<file path="src/rtl/imem_loader.sv">
// ============================================================================
// imem_loader : streams 32-bit words into byte-wide instruction memory, MSB
// first. Optional macro IMEM_LOADER_BOUND_CHECK_EN aborts on address bound.
// Revision 1.0
// ============================================================================
`default_nettype none

module imem_loader #(
  parameter int ADDR_W = 8
) (
  input  logic              Clk,
  input  logic              Reset,
  input  logic              load_start,
  input  logic [ADDR_W-1:0] base_addr,
  input  logic              word_valid,
  input  logic [31:0]       word_data,
  input  logic              word_last,
  output logic              word_ready,
  output logic              mem_we,
  output logic [ADDR_W-1:0] mem_addr,
  output logic [7:0]        mem_wdata,
  output logic              busy,
  output logic              hold_pipeline,
  output logic              done,
  output logic              overflow
);

  typedef enum logic [1:0] {
    IDLE      = 2'd0,
    WAIT_WORD = 2'd1,
    WRITE     = 2'd2,
    DONE      = 2'd3
  } state_t;

  state_t            state, state_next;
  logic [ADDR_W-1:0] addr, addr_next;
  logic [31:0]       word_buf, word_buf_next;
  logic              last_buf, last_buf_next;
  logic [1:0]        beat, beat_next;

`ifdef IMEM_LOADER_BOUND_CHECK_EN
  // Highest base that still fits a whole 4-byte word below the top of memory.
  localparam logic [ADDR_W-1:0] LAST_SAFE = ~ADDR_W'(3);
  logic ovf, ovf_next;
`endif

  always_ff @(posedge Clk) begin
    if (Reset) begin
      state    <= IDLE;
      addr     <= '0;
      word_buf <= '0;
      last_buf <= 1'b0;
      beat     <= 2'd0;
`ifdef IMEM_LOADER_BOUND_CHECK_EN
      ovf      <= 1'b0;
`endif
    end else begin
      state    <= state_next;
      addr     <= addr_next;
      word_buf <= word_buf_next;
      last_buf <= last_buf_next;
      beat     <= beat_next;
`ifdef IMEM_LOADER_BOUND_CHECK_EN
      ovf      <= ovf_next;
`endif
    end
  end

  always_comb begin
    state_next    = state;
    addr_next     = addr;
    word_buf_next = word_buf;
    last_buf_next = last_buf;
    beat_next     = beat;
`ifdef IMEM_LOADER_BOUND_CHECK_EN
    ovf_next      = ovf;
`endif
    word_ready    = 1'b0;
    mem_we        = 1'b0;
    mem_addr      = '0;
    mem_wdata     = 8'h00;
    busy          = 1'b1;
    done          = 1'b0;

    case (state)
      IDLE: begin
        busy = 1'b0;
        if (load_start) begin
          addr_next  = base_addr;
          state_next = WAIT_WORD;
`ifdef IMEM_LOADER_BOUND_CHECK_EN
          ovf_next   = 1'b0;
`endif
        end
      end
      WAIT_WORD: begin
        word_ready = 1'b1;
        if (word_valid) begin
`ifdef IMEM_LOADER_BOUND_CHECK_EN
          if (addr > LAST_SAFE) begin
            ovf_next   = 1'b1;
            state_next = DONE;
          end else begin
            word_buf_next = word_data;
            last_buf_next = word_last;
            beat_next     = 2'd0;
            state_next    = WRITE;
          end
`else
          word_buf_next = word_data;
          last_buf_next = word_last;
          beat_next     = 2'd0;
          state_next    = WRITE;
`endif
        end
      end
      WRITE: begin
        mem_we    = 1'b1;
        mem_addr  = addr;
        case (beat)
          2'd0:    mem_wdata = word_buf[31:24];
          2'd1:    mem_wdata = word_buf[23:16];
          2'd2:    mem_wdata = word_buf[15:8];
          default: mem_wdata = word_buf[7:0];
        endcase
        addr_next = addr + 1'b1;
        beat_next = beat + 2'd1;
        if (beat == 2'd3) begin
          state_next = last_buf ? DONE : WAIT_WORD;
        end
      end
      default: begin
        done       = 1'b1;
        state_next = IDLE;
      end
    endcase
  end

  assign hold_pipeline = busy;

`ifdef IMEM_LOADER_BOUND_CHECK_EN
  assign overflow = ovf;
`else
  assign overflow = 1'b0;
`endif

endmodule

`default_nettype wire

</file>
<file path="config.mk">
export PLATFORM = sky130hd
export DESIGN_NAME = imem_loader
export DESIGN_NICKNAME = d
export VERILOG_FILES = /design/src/rtl/imem_loader.sv
export SDC_FILE = /design/constraint.sdc
export NUM_CORES = 1
export LEC_CHECK = 0
export ABC_AREA = 1
export BUFFER_PORTS_ARGS = -buffer_cell sky130_fd_sc_hd__buf_2
export CAP_MARGIN = 0
export CORE_MARGIN = 2
export CORE_UTILIZATION = 55
export CTS_BUF_LIST = sky130_fd_sc_hd__clkbuf_4
export CTS_CLUSTER_SIZE = 28
export DETAILED_ROUTE_END_ITERATION = 8
export HOLD_SLACK_MARGIN = 0.12
export PLACE_DENSITY = 0.85
export SYNTH_ARGS = -nofsm -noshare
export SYNTH_HDL_FRONTEND = slang
export SYNTH_SLANG_ARGS = --single-unit
</file>
<file path="constraint.sdc">
create_clock -name Clk -period 4.5 [get_ports Clk]
set_clock_uncertainty 0.15 [all_clocks]
set_input_delay 0.9 -clock Clk [delete_from_list [all_inputs] [get_ports Clk]]
set_output_delay 0.9 -clock Clk [all_outputs]
set_load 0.01 [all_outputs]
</file>
==> out/metrics.cfg <==
[run_status]
run_status = finished clean

[worst_setup_path]
endpoint_kind_of_the_worst_setup_timing_path = output port
critPathKind = reg -> out
critical_path.max_fanout = 19
reg2regPathDepth = 6
timing.critical_path.from = state[1]
timing.rr.end = last_buf
crit_path_start_kind = flop
timing.critical_path.required_ns = 3.45
r2r_start = state[1]
critical_path_arrival_ns = 1.88
worst-r2r-setup-slack_ns = 2.86

[final_layout]
nNetsFinal = 432
areaGrowthSynthToFinish_pct = 11.7
drive_above_1_share = 0.215
fin_cells = 432
insertedDiodeCount = 0
fillerInstances = 383
post-route-util = 0.644

[logic_synthesis]
synth_most_common_cell = sky130_fd_sc_hd__nand2_1
synth-seq-area-share = 0.385
synth.avg_cell_area_sq_um = 7.03
synth_edf_count = 0
synthDominantCellAreaShare = 0.385
synth_top_flop_cell = sky130_fd_sc_hd__dfxtp_1
postSynth.asyncResetShare = 0
yosys-top-cells-area = sky130_fd_sc_hd__dfxtp_1 38%, sky130_fd_sc_hd__a21oi_1 11%, sky130_fd_sc_hd__nand2_1 11%, sky130_fd_sc_hd__nand3_1 9.6%, sky130_fd_sc_hd__inv_1 4.3%
synth.net_count = 384
yosysWarningCount = 0
synth.top_cells.by_count = 70 x sky130_fd_sc_hd__nand2_1, 53 x sky130_fd_sc_hd__a21oi_1, 45 x sky130_fd_sc_hd__dfxtp_1, 45 x sky130_fd_sc_hd__nand3_1, 27 x sky130_fd_sc_hd__inv_1
synth_cells = 333
synth.ff_latch_count = 45
synth_cell_types = 24
mappedNetlistArea_sq_um = 2340
synth_largest_area_cell = sky130_fd_sc_hd__dfxtp_1

[cts]
clock_tree.buffer_depth = 2
cts_sinks = 45
clock_tree_from_tritoncts = built
clock_latency_ns = 0.38
cts_hold_buf = 0
clock_tree.root_cell = sky130_fd_sc_hd__clkbuf_4
htree_num_levels = 2
post_cts_resized = 0
cts_inserted_buffers = 5
clk_pin_slew_ns = 0.15
post-cts-setup-buffers = 0

[placement]
place.port_buffers = 65
placed_cells = 424
dp_hpwl_um = 4000
dp_worst_setup_slack_ns = 2.01
finalWeightedCongestion = 0.829

[timing]
final-setup-viol-count = 0
worstMarginPinSlew_ns = 0.723
finalHoldViolCount = 0
max-slew-margin-rel = 0.518
setup_total_negative_slack_ns = 0
achievable-frequency_mhz = 341
grt_setup_unrepaired = false
worst_slack_ns = 1.57
finalCriticalPeriod_ns = 2.93
layout_worst_path_cycle_share = 0.651
final-max-slew-violation-count = 0

[detailed_routing]
initialDrtViolationCount = 220
avgViaCountPerCell = 5.37
routed-via-count = 2318
wl_per_cell_um = 13.1
drcViolationCount = 0
postRouteAntennaNets = 0
totalWireLength_um = 5660
drt_pass1_iterations = 4

[power]
power.internal_mw = 0.588
power-per-cell-area_nw_per_um2 = 355
ir_drop_v = 0.000198
switching_share = 0.367
p_clk_frac = 0.221
power_spent_charging_and_discharging_nets_mw = 0.340
seq_power_share = 0.509
power_frac_comb = 0.269
leakage_nw = 1.13

[floorplan]
initial_core_util = 0.577
design.portCount = 67
dieArea_sq_um = 4790
core_area_sq_um = 4060
die_height_um = 69.2
chipWidth_um = 69.2
row_count = 23

[min_path]
min_from = word_buf[8]
hold-path-cell-count = 2
min_delay_worst_endpoint = word_buf[8]
timing.hold.worst.class = reg -> reg

[grt]
global_route_wire_length_before_repair_um = 9220
grt_overflow = 0
number_of_antenna_violations_at_the_first_check_in_global_routing = 0
first_global_vias = 2060
gr-usage-all-layers = 0.232
grt_max_degree = 41

[run]
max_cap_violations = 0

[routing by layer]
metal / vias to the layer above / global-route usage / wire length (um)
met5: - / 0 / 0
met4: 0 / 0.0545 / 61
met3: 8 / 0.0698 / 398
met2: 90 / 0.356 / 2530
met1: 1029 / 0.321 / 2660
li1: 1191 / - / -
[state kept, by name, indices dropped and copies added, names as in the netlist]
register and cells:
addr 8, word_buf 32, state 2, last_buf 1, beat 2
[cells by family after synthesis]
family,share of synthesized area
and+or+nand+nor,0.268
AOI/OAI and AO/OA,0.185
buffers and inverters,0.128
DFF,0.385
adders and majority gates,0.0321
other,0.00160
[worst max-delay path, stage by stage (launching register included)]
cell,delay [ns]
sky130_fd_sc_hd__dfxtp_1,0.59
sky130_fd_sc_hd__nand2_4,0.21
sky130_fd_sc_hd__inv_2,0.22
sky130_fd_sc_hd__o21ai_0,0.12
sky130_fd_sc_hd__a31oi_1,0.19
sky130_fd_sc_hd__buf_2,0.16
[per-stage QoR]
step / power, mW / area, sq um / hold slack (ns)
finish: 0.928 / 2620 / 0.324
global route: 0.982 / 2620 / 0.337
CTS: 0.930 / 2620 / 0.324
detailed placement: 0.727 / 2550 / 0.305
global placement: 0.720 / 2550 / 0.296
floorplan: 0.687 / 2340 / 0.274
[how the worst max path moves through the flow]
stage	to	slack, ns	cells after the start
6_report	mem_wdata[7]	1.57	5
5_1_grt	mem_wdata[7]	1.44	5
4_1_cts	mem_wdata[7]	1.58	5
3_5_place_dp	mem_wdata[7]	2.01	5
3_3_place_gp	mem_wdata[7]	2.06	5
2_1_floorplan	mem_wdata[0]	2.30	5
[area by class of cell]
| cell class | instances | area (sq um) | share of cell area |
|---|---|---|---|
| clock inverters | 3 | 25.0 | 0.00957 |
| multi-input cells | 233 | 1140 | 0.436 |
| clock buffers | 5 | 37.5 | 0.0144 |
| flip-flops and latches | 45 | 901 | 0.344 |
| inverters | 31 | 124 | 0.0474 |
| well taps | 50 | 62.6 | 0.0239 |
| repair buffers | 65 | 325 | 0.124 |
[power groups by stage]
stage / registers, mW / clock network, mW / logic (mW)
floorplan: 0.467 / 0 / 0.219
global placement: 0.479 / 0 / 0.241
detailed placement: 0.480 / 0 / 0.247
CTS: 0.472 / 0.210 / 0.248
global route: 0.478 / 0.223 / 0.280
finish: 0.473 / 0.206 / 0.250
[cell usage in the layout, fill, tap and decap left out, drive strengths merged]
cell      instances
inv              32
o22ai             2
a31oi             8
a211oi            1
clkinv            1
nand3            45
a21oi            53
conb              1
nand2            73
o21ai            18
dfxtp            45
clkinvlp          1
clkbuf            5
buf              65
ha                6
nor2             26
(Power assumes the default switching activity.)
